## src/rtl/mdu_pkg.sv

```systemverilog
// Shared decode constants and FSM state type for the multiply/divide unit.
package mdu_pkg;

  localparam logic [5:0] FUNCT_MFHI  = 6'b010000;
  localparam logic [5:0] FUNCT_MTHI  = 6'b010001;
  localparam logic [5:0] FUNCT_MFLO  = 6'b010010;
  localparam logic [5:0] FUNCT_MTLO  = 6'b010011;
  localparam logic [5:0] FUNCT_MULT  = 6'b011000;
  localparam logic [5:0] FUNCT_MULTU = 6'b011001;
  localparam logic [5:0] FUNCT_DIV   = 6'b011010;
  localparam logic [5:0] FUNCT_DIVU  = 6'b011011;

  localparam logic [1:0] ALUOP_RTYPE = 2'b10;

  typedef enum logic [1:0] {
    IDLE = 2'd0,
    ITER = 2'd1,
    FIX  = 2'd2
  } mdu_state_e;

  function automatic logic is_mdu_funct(input logic [5:0] f);
    return f inside {FUNCT_MFHI, FUNCT_MTHI, FUNCT_MFLO, FUNCT_MTLO,
                     FUNCT_MULT, FUNCT_MULTU, FUNCT_DIV, FUNCT_DIVU};
  endfunction

endpackage

```

## src/rtl/mdu_iter_step.sv

```systemverilog
// One iteration of the datapath: shift-add multiply or restoring shift-subtract
// divide on a {upper, lower} 2*WIDTH accumulator of operand magnitudes.
module mdu_iter_step #(
  parameter int WIDTH = 32
) (
  input  logic               i_is_div,
  input  logic [2*WIDTH-1:0] i_acc,
  input  logic [WIDTH-1:0]   i_opnd,
  output logic [2*WIDTH-1:0] o_acc
);

  logic [WIDTH:0] w_sum;
  logic [WIDTH:0] w_trial;

  // Multiply: lower half holds the remaining multiplier bits, consumed from bit 0.
  assign w_sum   = {1'b0, i_acc[2*WIDTH-1:WIDTH]} + (i_acc[0] ? {1'b0, i_opnd} : '0);
  // Divide: partial remainder shifted left by one, then compared against the divisor.
  assign w_trial = i_acc[2*WIDTH-1:WIDTH-1] - {1'b0, i_opnd};

  // NOTE: o_acc is assigned on every path through this block, so no latch is inferred.
  always_comb begin
    o_acc = {w_sum, i_acc[WIDTH-1:1]};
    if (i_is_div) begin
      if (!w_trial[WIDTH]) o_acc = {w_trial[WIDTH-1:0], i_acc[WIDTH-2:0], 1'b1};
      else                 o_acc = {i_acc[2*WIDTH-2:WIDTH-1], i_acc[WIDTH-2:0], 1'b0};
    end
  end

endmodule

```

## src/rtl/mul_div_unit.sv

```systemverilog
// Iterative MIPS-style HI/LO multiply/divide unit with IDLE/ITER/FIX control.
// Define MDU_FAST_MUL_EN to compute mult/multu with a single-cycle multiplier.
module mul_div_unit
  import mdu_pkg::*;
#(
  parameter int WIDTH = 32
) (
  input  logic             clk,
  input  logic             reset,
  input  logic             start,
  input  logic [5:0]       funct,
  input  logic [1:0]       alu_op,
  input  logic [WIDTH-1:0] a,
  input  logic [WIDTH-1:0] b,
  output logic             busy,
  output logic             stall,
  output logic             done,
  output logic [WIDTH-1:0] hi,
  output logic [WIDTH-1:0] lo,
  output logic [WIDTH-1:0] result
);

  localparam int CW = $clog2(WIDTH);

  mdu_state_e r_state, w_next;

  logic [CW-1:0]      r_cnt;
  logic [2*WIDTH-1:0] r_acc;
  logic [WIDTH-1:0]   r_opnd;
  logic [WIDTH-1:0]   r_a;
  logic               r_is_div, r_neg_a, r_neg_b, r_div_zero;
  logic [WIDTH-1:0]   r_hi, r_lo;
  logic               r_done;

  logic               w_rtype, w_is_mult, w_is_div, w_is_signed, w_accept;
  logic               w_neg_a, w_neg_b;
  logic [WIDTH-1:0]   w_mag_a, w_mag_b;
  logic [2*WIDTH-1:0] w_step;
  logic [WIDTH-1:0]   w_fix_hi, w_fix_lo;

  assign w_rtype     = (alu_op == ALUOP_RTYPE);
  assign w_is_mult   = w_rtype && (funct == FUNCT_MULT || funct == FUNCT_MULTU);
  assign w_is_div    = w_rtype && (funct == FUNCT_DIV  || funct == FUNCT_DIVU);
  assign w_is_signed = ~funct[0];
  assign w_accept    = start && (r_state == IDLE) && (w_is_mult || w_is_div);

  assign w_neg_a = w_is_signed & a[WIDTH-1];
  assign w_neg_b = w_is_signed & b[WIDTH-1];
  assign w_mag_a = w_neg_a ? -a : a;
  assign w_mag_b = w_neg_b ? -b : b;

  mdu_iter_step #(.WIDTH(WIDTH)) u_step (
    .i_is_div (r_is_div),
    .i_acc    (r_acc),
    .i_opnd   (r_opnd),
    .o_acc    (w_step)
  );

  always_ff @(posedge clk or posedge reset) begin
    if (reset) r_state <= IDLE;
    else       r_state <= w_next;
  end

  always_comb begin
    w_next = r_state;
    case (r_state)
      IDLE: if (w_accept) begin
`ifdef MDU_FAST_MUL_EN
        w_next = w_is_mult ? FIX : ITER;
`else
        w_next = ITER;
`endif
      end
      ITER:    if (r_cnt == '0) w_next = FIX;
      FIX:     w_next = IDLE;
      default: w_next = IDLE;
    endcase
  end

  // Sign correction; a zero divisor bypasses it and reports LO=all ones, HI=a.
  always_comb begin
    {w_fix_hi, w_fix_lo} = r_acc;
    if (!r_is_div) begin
      if (r_neg_a ^ r_neg_b) {w_fix_hi, w_fix_lo} = -r_acc;
    end else if (r_div_zero) begin
      w_fix_hi = r_a;
      w_fix_lo = '1;
    end else begin
      if (r_neg_a ^ r_neg_b) w_fix_lo = -r_acc[WIDTH-1:0];
      if (r_neg_a)           w_fix_hi = -r_acc[2*WIDTH-1:WIDTH];
    end
  end

  // NOTE: sequential state uses non-blocking assignments so every register samples
  // pre-edge values. The datapath registers are reset too, keeping the unit
  // fully deterministic after an abort.
  always_ff @(posedge clk or posedge reset) begin
    if (reset) begin
      r_cnt      <= '0;
      r_acc      <= '0;
      r_opnd     <= '0;
      r_a        <= '0;
      r_is_div   <= 1'b0;
      r_neg_a    <= 1'b0;
      r_neg_b    <= 1'b0;
      r_div_zero <= 1'b0;
      r_hi       <= '0;
      r_lo       <= '0;
      r_done     <= 1'b0;
    end else begin
      r_done <= 1'b0;
      case (r_state)
        IDLE: begin
          if (w_accept) begin
            r_cnt      <= CW'(WIDTH - 1);
            r_is_div   <= w_is_div;
            r_neg_a    <= w_neg_a;
            r_neg_b    <= w_neg_b;
            r_a        <= a;
            r_div_zero <= (b == '0);
            r_opnd     <= w_is_div ? w_mag_b : w_mag_a;
            r_acc      <= {{WIDTH{1'b0}}, (w_is_div ? w_mag_a : w_mag_b)};
`ifdef MDU_FAST_MUL_EN
            if (w_is_mult) r_acc <= {{WIDTH{1'b0}}, w_mag_a} * {{WIDTH{1'b0}}, w_mag_b};
`endif
          end else if (start && w_rtype && funct == FUNCT_MTHI) begin
            r_hi <= a;
          end else if (start && w_rtype && funct == FUNCT_MTLO) begin
            r_lo <= a;
          end
        end
        ITER: begin
          r_acc <= w_step;
          if (r_cnt != '0) r_cnt <= r_cnt - CW'(1);
        end
        FIX: begin
          r_hi   <= w_fix_hi;
          r_lo   <= w_fix_lo;
          r_done <= 1'b1;
        end
        default: ;
      endcase
    end
  end

  assign busy  = (r_state == ITER) || (r_state == FIX);
  assign stall = start && w_rtype && is_mdu_funct(funct) && busy;
  assign done  = r_done;
  assign hi    = r_hi;
  assign lo    = r_lo;

  always_comb begin
    result = '0;
    if      (funct == FUNCT_MFHI) result = r_hi;
    else if (funct == FUNCT_MFLO) result = r_lo;
  end

endmodule

```

## config.mk

```make
export PLATFORM = sky130hd
export DESIGN_NAME = mul_div_unit
export DESIGN_NICKNAME = d
export VERILOG_FILES = /design/src/rtl/mdu_pkg.sv /design/src/rtl/mdu_iter_step.sv /design/src/rtl/mul_div_unit.sv
export SDC_FILE = /design/constraint.sdc
export NUM_CORES = 1
export LEC_CHECK = 0
export ABC_AREA = 1
export BUFFER_PORTS_ARGS = -buffer_cell sky130_fd_sc_hd__buf_2
export CAP_MARGIN = 20
export CORE_UTILIZATION = 40
export CTS_CLUSTER_DIAMETER = 100
export DETAILED_ROUTE_END_ITERATION = 16
export GPL_ROUTABILITY_DRIVEN = 0
export PLACE_DENSITY = 0.66
export SYNTH_ARGS = -nofsm -noshare
export SYNTH_HDL_FRONTEND = slang
export SYNTH_SLANG_ARGS = --single-unit
```

## constraint.sdc

```tcl
create_clock -name clk -period 19.8 [get_ports clk]
set_input_delay 1.98 -clock clk [delete_from_list [all_inputs] [get_ports clk]]
set_output_delay 1.98 -clock clk [all_outputs]
set_load 0.01 [all_outputs]
```

==> flow_summary.yaml <==
placed_design:
  portBuffers: 173
  hpwl_um: 67900
  place_area_um2: 22200
synth:
  ys.flop_type: "dfrtp_1"
  ys_async_sr_fraction_pct: 100
  synth_edf_count: 0
  synthCells: 3605
  ys_seq_area_share_pct: 24.3
  ys_seq_elements: 204
  syn_avg_cell_area_um2: 5.82
  yosysWarnings: 0
  synth.cell_area_um2: 21000
  synth_cell_types: 51
  synth_fp_nets: 3755
floorplanning:
  start_util_pct: 40.7
  rows: 83
  fp.dieW_um: 231
  io_pins: 174
  core-area_um2: 51600
  die-area_um2: 53400
  die_h_um: 231
worst_setup_path:
  r2r_cells: 12
  critPathLaunchType: "primary input"
  end_kind: "output port"
  r2r-end: "lo[29]$_DFFE_PP0P_"
  rr_startpoint: "r_state[0]$_DFFE_PP0P_"
  path_max_fanout: 32
  reg2reg_slack_ns: 15.75
  worstSetupPathType: "primary input to output port"
  required_ns: 17.82
  arrival_ns: 3.10
global_route:
  grt.total_usage_pct: 31.8
  grt_max_degree: 92
  gr-total-overflow: 0
  grt_pass1_wl_um: 130000
  antenna_found_initial: 7
  grt_pass1_vias: 21500
final_layout:
  fin_area_um2: 23100
  drive_above_1_share_pct: 8.51
  final_cell_mix: "1085 x nand2_1, 520 x inv_1, 458 x nor2_1, 288 x nand3_1, 232 x o21ai_0"
  area_growth_pct: 9.86
  layout_commonest_cell: "nand2_1"
  fin_nets: 3837
  fin_util_pct: 44.7
cts:
  cts_tree: "done"
  cts_setup_buffers: 0
  clockRootBuffer: "clkbuf_16"
  cts_made_buffers: 24
  clkSinkCount: 204
  htreeDepth: 1
  cts_max_path_buffers: 3
  path_clk_slew_ns: 0.06
  ctsResizeCount: 0
  clk_latency_ns: 0.56
  hold_buffers: 0
min_path:
  hold_path.class: "flop to flop"
  min_from: "r_a[5]$_DFFE_PP0P_"
  whs_path_depth: 2
  hold_end: "r_a[5]$_DFFE_PP0P_"
detailed_routing:
  vias_per_cell: 5.54
  first_pass_iters: 8
  first_iter_violations: 3127
  ant_nets: 0
  wl_per_cell_um: 19.8
  detailroute.via_count: 24300
  wl_um: 86900
  drc_errors: 0
timing:
  fmax_mhz: 197
  hold_viol_final: 0
  worst_slew_pin_slew_ns: 0.962
  min_period_ns: 5.08
  fin_hold_ws_ns: 0.483
  rsz0062_at_grt: "false"
  relSlewSlack_pct: 35.9
  slew_violations: 0
  setup_viol: 0
  fin_skew_ns: 0.0336
  finalCritPeriodShare_pct: 25.6
  tns_ns: 0
power_and_ir_drop:
  powerDensity_nw_per_um2: 162
  worst_ir_drop_vdd_mv: 0.119
  p_leak_nw: 12.2
  p_total_mw: 3.73
job:
  cap_violations: 0
run_status:
  outcome: "complete, no violations"
worst max-delay path by stage:
stage                   from  slack (ns)            endpoint
floorplan              reset       12.25      done$_DFF_PP0_
global placement    funct[4]       14.61  lo[29]$_DFFE_PP0P_
detailed placement  funct[4]       14.54  lo[22]$_DFFE_PP0P_
CTS                 funct[2]       14.75           result[0]
global route        funct[4]       14.68  lo[29]$_DFFE_PP0P_
finish              funct[2]       14.72           result[0]
cell families after synthesis:
| family | Yosys count | share of synthesized area [%] |
|---|---|---|
| buf+inv | 677 | 12.9 |
| flops | 204 | 24.3 |
| compound gates | 596 | 15.8 |
| simple gates | 1971 | 39.1 |
| fa+ha+maj | 75 | 4.54 |
| xor+xnor | 82 | 3.42 |
per-stage QoR:
| step | setup slack, ns | cells |
|---|---|---|
| 2_1_floorplan | 12.25 | 3605 |
| 6_report | 14.72 | 4384 |
| 3_5_place_dp | 14.54 | 4341 |
| 5_1_grt | 14.68 | 4383 |
| 3_3_place_gp | 14.61 | 4341 |
| 4_1_cts | 14.75 | 4382 |
layer usage:
metal  global-route usage (%)  wire, µm
met1                     43.2     35500
met2                     46.7     36600
met3                     7.27      9860
met4                     16.5      4830
met5                        0        69
registers in the layout, summed over array words and instances, names as in the netlist:
register / flops
r_a: 32
r_state: 2
done: 1
r_div_zero: 1
r_acc: 64
r_cnt: 5
r_opnd: 32
r_neg_a: 1
r_is_div: 1
r_neg_b: 1
lo: 32
hi: 32
cell type report:
cell class | instances | area, µm²
fillers | 5519 | 28500
well taps | 680 | 851
multi-input cells | 2724 | 13200
inverters | 537 | 2020
flip-flops and latches | 204 | 5110
repair buffers | 196 | 1040
diodes | 2 | 5.00
clock buffers | 36 | 717
clock inverters | 5 | 128
worst max-delay path, stage by stage:
cell	delay, ns
buf_2	0.11
nor2_1	0.22
nand4_1	0.13
buf_4	0.26
o22ai_1	0.23
buf_2	0.17
synth_stat cells, types with 33 or more instances:
cell type / n / area share [%]
a21oi_1: 206 / 4.9
dfrtp_1: 204 / 24
ha_1: 73 / 4.3
o21ai_0: 232 / 5.5
clkbuf_1: 69 / 1.2
buf_2: 48 / 1.1
o22ai_1: 33 / 0.98
nor2_1: 459 / 8.2
o211ai_1: 33 / 1.2
nand2_1: 1085 / 19
inv_1: 522 / 9.3
nand4_1: 36 / 1.1
nand3_1: 288 / 6.9
xor2_1: 65 / 2.7
power breakdown:
part | total [mW] | internal (mW) | switching [mW]
Sequential | 0.835 | 0.587 | 0.248
Clock | 0.493 | 0.300 | 0.193
Combinational | 2.40 | 0.745 | 1.66
Total | 3.73 | 1.63 | 2.10
Power figures use the tool's default switching activity.
